File: config.mk
export PLATFORM = sky130hd
export DESIGN_NAME = squashable_mult_pipe
export DESIGN_NICKNAME = d
export VERILOG_FILES = /design/src/rtl/squashable_mult_pipe.sv
export SDC_FILE = /design/constraint.sdc
export NUM_CORES = 2
export LEC_CHECK = 0
export ABC_AREA = 1
export CORE_MARGIN = 2
export CORE_UTILIZATION = 66
export DETAILED_ROUTE_END_ITERATION = 6
export GPL_TIMING_DRIVEN = 1
export HOLD_SLACK_MARGIN = 0.1
export PLACE_DENSITY = 0.88
export SETUP_SLACK_MARGIN = 0.4
export SLEW_MARGIN = 20
export SYNTH_ARGS = -nofsm -noshare
export SYNTH_HDL_FRONTEND = slang
export SYNTH_SLANG_ARGS = --single-unit
File: constraint.sdc
create_clock -name clock -period 10.4 [get_ports clock]
set_clock_uncertainty 0.2 [all_clocks]
set_input_delay 2.08 -clock clock [delete_from_list [all_inputs] [get_ports clock]]
set_output_delay 2.08 -clock clock [all_outputs]
set_load 0.005 [all_outputs]
File: src/rtl/squashable_mult_pipe.sv
// Pipelined RV32M multiplier with global stall, branch-mask squash and resolve clearing.
// Each stage folds one multiplier chunk into a running 2*XLEN partial sum.
module squashable_mult_pipe #(
  parameter int unsigned XLEN       = 32,
  parameter int unsigned NUM_STAGES = 4,
  parameter int unsigned BMASK_W    = 8,
  parameter int unsigned TAG_W      = 6,
  parameter int unsigned ROB_W      = 5
) (
  input  logic               clock,
  input  logic               reset,
  input  logic               in_valid,
  output logic               in_ready,
  input  logic [1:0]         in_func,
  input  logic [XLEN-1:0]    in_rs1,
  input  logic [XLEN-1:0]    in_rs2,
  input  logic [TAG_W-1:0]   in_tag,
  input  logic [ROB_W-1:0]   in_rob_idx,
  input  logic [BMASK_W-1:0] in_bmask,
  input  logic               squash_valid,
  input  logic [BMASK_W-1:0] squash_bmask,
  input  logic               resolve_valid,
  input  logic [BMASK_W-1:0] resolve_bmask,
  output logic               out_valid,
  input  logic               out_ready,
  output logic [XLEN-1:0]    out_data,
  output logic [TAG_W-1:0]   out_tag,
  output logic [ROB_W-1:0]   out_rob_idx,
  output logic [BMASK_W-1:0] out_bmask
);

  localparam int unsigned W2   = 2 * XLEN;
  localparam int unsigned C    = W2 / NUM_STAGES;
  localparam int unsigned LAST = NUM_STAGES - 1;

  logic [W2-1:0]      sum_q    [NUM_STAGES];
  logic [W2-1:0]      mcand_q  [NUM_STAGES];
  logic [W2-1:0]      mplier_q [NUM_STAGES];
  logic [1:0]         func_q   [NUM_STAGES];
  logic [TAG_W-1:0]   tag_q    [NUM_STAGES];
  logic [ROB_W-1:0]   rob_q    [NUM_STAGES];
  logic [BMASK_W-1:0] bmask_q  [NUM_STAGES];
  logic [NUM_STAGES-1:0] valid_q;

  logic [W2-1:0]      src_sum    [NUM_STAGES];
  logic [W2-1:0]      src_mcand  [NUM_STAGES];
  logic [W2-1:0]      src_mplier [NUM_STAGES];
  logic [1:0]         src_func   [NUM_STAGES];
  logic [TAG_W-1:0]   src_tag    [NUM_STAGES];
  logic [ROB_W-1:0]   src_rob    [NUM_STAGES];
  logic [BMASK_W-1:0] src_bmask  [NUM_STAGES];
  logic [NUM_STAGES-1:0] src_valid;
  logic [NUM_STAGES-1:0] src_kill;
  logic [NUM_STAGES-1:0] hold_kill;

  logic [W2-1:0]      d_sum    [NUM_STAGES];
  logic [W2-1:0]      d_mcand  [NUM_STAGES];
  logic [W2-1:0]      d_mplier [NUM_STAGES];

  logic [BMASK_W-1:0] res_mask_c;
  logic [W2-1:0]      in_mcand_c;
  logic [W2-1:0]      in_mplier_c;
  logic               advance_c;

  // Operand extension: rs1 unsigned only for MULHU, rs2 signed only for MUL/MULH
  always_comb begin
    res_mask_c  = resolve_valid ? resolve_bmask : '0;
    in_mcand_c  = (in_func == 2'b11) ? {{XLEN{1'b0}}, in_rs1}
                                     : {{XLEN{in_rs1[XLEN-1]}}, in_rs1};
    in_mplier_c = in_func[1] ? {{XLEN{1'b0}}, in_rs2}
                             : {{XLEN{in_rs2[XLEN-1]}}, in_rs2};
  end

  // Stage sources: stage 0 reads the issue port, stage k reads stage k-1
  always_comb begin
    for (int k = 0; k < NUM_STAGES; k++) begin
      if (k == 0) begin
        src_sum[k]    = '0;
        src_mcand[k]  = in_mcand_c;
        src_mplier[k] = in_mplier_c;
        src_func[k]   = in_func;
        src_tag[k]    = in_tag;
        src_rob[k]    = in_rob_idx;
        src_bmask[k]  = in_bmask;
        src_valid[k]  = in_valid;
      end else begin
        src_sum[k]    = sum_q[k-1];
        src_mcand[k]  = mcand_q[k-1];
        src_mplier[k] = mplier_q[k-1];
        src_func[k]   = func_q[k-1];
        src_tag[k]    = tag_q[k-1];
        src_rob[k]    = rob_q[k-1];
        src_bmask[k]  = bmask_q[k-1];
        src_valid[k]  = valid_q[k-1];
      end
      src_kill[k]  = squash_valid & (|(src_bmask[k] & squash_bmask));
      hold_kill[k] = squash_valid & (|(bmask_q[k] & squash_bmask));
      d_sum[k]     = src_sum[k] + src_mcand[k] * W2'(src_mplier[k][C-1:0]);
      d_mcand[k]   = src_mcand[k] << C;
      d_mplier[k]  = src_mplier[k] >> C;
    end
  end

  // Head output; a squashed head reads as empty and frees the pipe this cycle
  always_comb begin
    out_valid   = valid_q[LAST] & ~hold_kill[LAST];
    out_data    = (func_q[LAST] == 2'b00) ? sum_q[LAST][XLEN-1:0] : sum_q[LAST][W2-1:XLEN];
    out_tag     = tag_q[LAST];
    out_rob_idx = rob_q[LAST];
    out_bmask   = bmask_q[LAST] & ~res_mask_c;
    advance_c   = ~out_valid | out_ready;
    in_ready    = advance_c;
  end

  // Global shift on advance; otherwise hold, dropping killed entries and resolved bits
  always_ff @(posedge clock) begin
    if (reset) begin
      valid_q <= '0;
      for (int k = 0; k < NUM_STAGES; k++) begin
        sum_q[k]    <= '0;
        mcand_q[k]  <= '0;
        mplier_q[k] <= '0;
        func_q[k]   <= '0;
        tag_q[k]    <= '0;
        rob_q[k]    <= '0;
        bmask_q[k]  <= '0;
      end
    end else if (advance_c) begin
      for (int k = 0; k < NUM_STAGES; k++) begin
        valid_q[k]  <= src_valid[k] & ~src_kill[k];
        sum_q[k]    <= d_sum[k];
        mcand_q[k]  <= d_mcand[k];
        mplier_q[k] <= d_mplier[k];
        func_q[k]   <= src_func[k];
        tag_q[k]    <= src_tag[k];
        rob_q[k]    <= src_rob[k];
        bmask_q[k]  <= src_bmask[k] & ~res_mask_c;
      end
    end else begin
      for (int k = 0; k < NUM_STAGES; k++) begin
        valid_q[k] <= valid_q[k] & ~hold_kill[k];
        bmask_q[k] <= bmask_q[k] & ~res_mask_c;
      end
    end
  end

endmodule

* After elaboration in Yosys (flattened, before gate mapping)
Memory sizes are Yosys's and may differ from the RTL's. Cells that the tools add are included.
Storage, ports and cells: output and inout bits 53, bits in registers 4, memories kept 7, word-level logic and storage cells 127, bits in writable memories 724
Operators by class: reduce and logical (&&, ||, !) cells 6, eq/ne operators 1, mux-type cells 45, add/sub/neg operators 3, bitwise logic cells 60, $mul 4
Memories:
- sum_q | words 4, bits a word 64, rd ports 4, clocked after memory_dff 0, write ports 4, RTL line 36 | logic [W2-1:0] sum_q [NUM_STAGES];
- mcand_q | words 4, bits a word 48, rd ports 3, clocked after memory_dff 0, write ports 4, RTL line 37 | logic [W2-1:0] mcand_q [NUM_STAGES];
- mplier_q | words 4, bits a word 48, rd ports 3, clocked after memory_dff 0, write ports 4, RTL line 38 | logic [W2-1:0] mplier_q [NUM_STAGES];
- bmask_q | words 4, bits a word 8, rd ports 4, clocked after memory_dff 0, write ports 4, RTL line 42 | logic [BMASK_W-1:0] bmask_q [NUM_STAGES];
- tag_q | words 4, bits a word 6, rd ports 4, clocked after memory_dff 0, write ports 4, RTL line 40 | logic [TAG_W-1:0] tag_q [NUM_STAGES];
- rob_q | words 4, bits a word 5, rd ports 4, clocked after memory_dff 0, write ports 4, RTL line 41 | logic [ROB_W-1:0] rob_q [NUM_STAGES];
- +1 memories
Operators by type and width (number):
- two-way mux 48 bit | 8
- two-way mux 64 bit | 6
- multiplier 64 x 16 -> 64 bit | 4
- adder 64 bit | 3
- bitwise AND 8 bit | 10
- two-way mux 8 bit | 9
- OR reduction 8 bit | 5
- OR 1 bit | 33
- two-way mux 32 bit | 1
- two-way mux 6 bit | 4
- two-way mux 5 bit | 4
- bitwise AND 1 bit | 10
- two-way mux 1 bit | 8
- two-way mux 2 bit | 4
- NOT 8 bit | 1
- NOT 1 bit | 6
- two-way mux 4 bit | 1
- == test 2 bit, second input constant | 1
- zero test 2 bit | 1

* Logic depth before layout (Yosys ltp)
An unclocked memory read counts as a cell.
depth in word-level cells 13, depth in mapped cells 30, gate-level depth less buffers 29

* Worst setup path before layout
Ideal clock, no wire load.
path kind input to register, from input port squash_bmask[0], to register valid_q[3], path slack 2.024 ns, data required time 9.806 ns, arrival 7.781 ns, path buffers 1, setup time 0.394 ns, stages on the path 10, cell sequence inv_2 > o22ai_1 > nor2_1 > nand2_1 > nand2_1 > nand3_4 > nor2_4 > inv_2 > buf_2 > o21ai_0
On the way: word-level cells in the longest chain between the ends 8, elaborated cells between the ends (all ways) 13
Ends and longest elaborated chain:
- start: declaration | RTL line 21 | input logic [BMASK_W-1:0] squash_bmask,
- bitwise AND 8 bit | RTL line 97 | hold_kill[k] = squash_valid & (|(bmask_q[k] & squash_bmask));
- OR reduction 8 bit | RTL line 97
- bitwise AND 1 bit | RTL line 97
- NOT 1 bit | RTL line 106 | out_valid = valid_q[LAST] & ~hold_kill[LAST];
- bitwise AND 1 bit | RTL line 106
- NOT 1 bit | RTL line 111 | advance_c = ~out_valid | out_ready;
- OR 1 bit | RTL line 111
- net in_ready | RTL line 13 | output logic in_ready,
- two-way mux 4 bit | RTL line 128 | end else if (advance_c) begin
- end signal: indexed assignment | RTL line 130 | valid_q[k] <= src_valid[k] & ~src_kill[k];
- end signal: indexed assignment | RTL line 141 | valid_q[k] <= valid_q[k] & ~hold_kill[k];
- end: declaration | RTL line 43 | logic [NUM_STAGES-1:0] valid_q;
The timed path passes the listed nets, and every way through them passes these cells. A chain may end at the register's enable or synchronous reset.

==> out/qor.yml <==
relSlewSlack_pct: 15.8
initial_utilization_pct: 66.5
final_common_cell: "inv_1"
drt_pass1_iterations: 7
synthTopCellsByArea: "fa_1, edfxtp_1, inv_1, nand2_1, ha_1"
fin_crit_sh_pct: 86.3
routed_wl_um: 188000
synth_compound_area_share_pct: 3.34
tritoncts: "done"
routabilityCongestion: 0.991
synth_seq_cells: 444
drc: 1
grt_antenna_before_repair: 4
synthAdderAreaFrac_pct: 44.2
final_net_count: 10300
rsz0062_at_grt: "no"
cap_violations: 0
violations: "DRC"
dieWidth_um: 329
layout_common_cells: "inv_1, nand2_1, fa_1"
synth_edf_count: 440
tns_ps: 0
crit_path_start_kind: "input pin"
cts_setup_buffers: 0
drive_gt1_share_pct: 2.26
netlist.area_leader.share_pct: 39.1
wl_per_cell_um: 19.0
yosysWarnings: 0
wl_met2_um: 92500
numPortBuffers: 159
overflow: 0
finalSetupViolCount: 0
postCtsResizedCells: 0
placeableCoreArea_um2: 105000
rows: 119
ctsHoldBuffers: 0
cp.arrival_ps: 9160
final.min_clock_period_ps: 8980
crit_path_end_kind: "flop"
synthMuxAreaShare_pct: 0.516
h-tree-depth: 2
ys_types: 54
grt_pass1_vias: 58600
dieArea_um2: 108000
fp.dieH_um: 329
worstPathMaxFanout: 11
async_flop_share_pct: 0
fmax_mhz: 111
clock_latency_ps: 660
syn_area_um2: 69900
crit_type: "input pin to flop"
clock-root-buffer: "clkbuf_16"
synth_top_cell_by_area: "fa_1"
dr_wl_met3_um: 16300
clk_pin_slew_ps: 70
yosys.area_share.simple_pct: 16.3
tightestPinTransition_ps: 1260
ant_nets: 0
clock_sinks: 444
required_ps: 10580
dp_hpwl_um: 154000
syn_to_final_growth_pct: 6.08
yosysSeqAreaShare_pct: 19.0
synth_top_family_by_area: "adder cells"
io_pins: 160
highest_layer: "met5"
hold_viol_final: 0
grt_pass1_wl_um: 304000
clockBufferDepth: 3
maxSlewViolCount: 0
syn_area_per_cell_um2: 8.21
wl_met1_um: 68300
routed_via_density: 5.43
status: "finished, violations left"
grt.total_usage_pct: 36.3
cts_made_buffers: 50
syn_inst: 8504
drtIter0Drc: 4632
synth_xor_area_share_pct: 0.238
min_path_type: "flop to flop"
grt_max_degree: 189
via_count: 53900
synth_flop_cell: "edfxtp_1"
==> kinds of logic (layout without fill, tap and decap cells) <==
kind of cell,after synthesis,after routing
xor gates and xnor gates,19,19
AOI/OAI and AO/OA,430,430
adders and majority gates,1649,1649
other,1,35
buffers and inverters,2989,2985
DFF,444,444
muxes,32,32
and+or+nand+nor,2940,2940
==> critical path, stage by stage <==
cell             delay [ps]
clkdlybuf4s50_1         560
nand2_1                 620
nand2_1                 190
inv_1                   260
nand2_1                 180
fa_1                    640
fa_1                    660
fa_1                    560
fa_1                    630
inv_1                    80
fa_1                    480
inv_1                    50
fa_1                    500
inv_1                    40
ha_1                    390
nand2_1                 160
nor3_1                  280
nand2_1                 120
nor3_1                  170
nand2_1                 100
nand3_2                 180
nand2_1                  90
nand2_1                  60
nor2_1                   50
==> final cells by class <==
type	instances	area, um^2
Sequential cell	444	13300
Antenna cell	3	7.51
Clock buffer	56	1270
Tap cell	1391	1740
Inverter	2678	10100
Timing Repair Buffer	220	2090
Clock inverter	31	334
Fill cell	7832	31000
Multi-Input combinational cell	5102	45300
==> sequential cells by signal, summed over array words and instances, names as in the netlist <==
name	count
mcand_q	81
sum_q	256
func_q	8
valid_q	4
bmask_q	32
tag_q	24
mplier_q	19
rob_q	20
==> cells in the mapped netlist, drive strengths merged, types with 3 or more instances <==
library cell,n
buf,57
nor2,651
o22ai,8
nand4,16
a31oi,8
a22o,3
fa,1366
edfxtp,440
and2,3
a21o,7
o21ai,150
clkbuf,254
xnor2,5
o21bai,20
a21oi,207
o211ai,5
nand3,157
nand2,2068
a21boi,7
inv,2678
dfxtp,4
a221oi,3
xor2,14
nor3,32
o21a,7
mux2,32
ha,283
or2,7
==> metrics by stage <==
stage	hold WS, ps	instances	setup WS, ps	util (%)	instance area [um^2]
after CTS	287	9921	1520	70.5	74100
after global placement	268	9834	1020	68.9	72500
final	288	9925	1420	70.5	74100
after floorplan	245	8535	2020	-	70000
after detailed placement	277	9834	861	68.9	72500
after global routing	301	9922	983	70.5	74100
==> layer usage <==
metal	global-route usage, %	vias up
met5	0	-
met4	18.4	2
met3	6.08	693
met2	62.3	2822
met1	44.5	26300
li1	-	24100
==> final timing paths <==
kind | cells after the start | from | end | slack [ps]
setup reg to reg | 22 | mplier_q[0][1]$_SDFFCE_PN0P_ | sum_q[1][62]$_SDFFCE_PN0P_ | 2950
hold / removal | 2 | valid_q[1]$_SDFF_PP0_ | valid_q[1]$_SDFF_PP0_ | 290
hold reg to reg | 2 | valid_q[1]$_SDFF_PP0_ | valid_q[1]$_SDFF_PP0_ | 290
setup / recovery | 24 | in_func[1] | sum_q[0][51]$_SDFFCE_PN0P_ | 1420
Power is left out: the tool's default activity adds up to more than one toggle a clock period on the data nets, which glitch-free logic cannot reach.
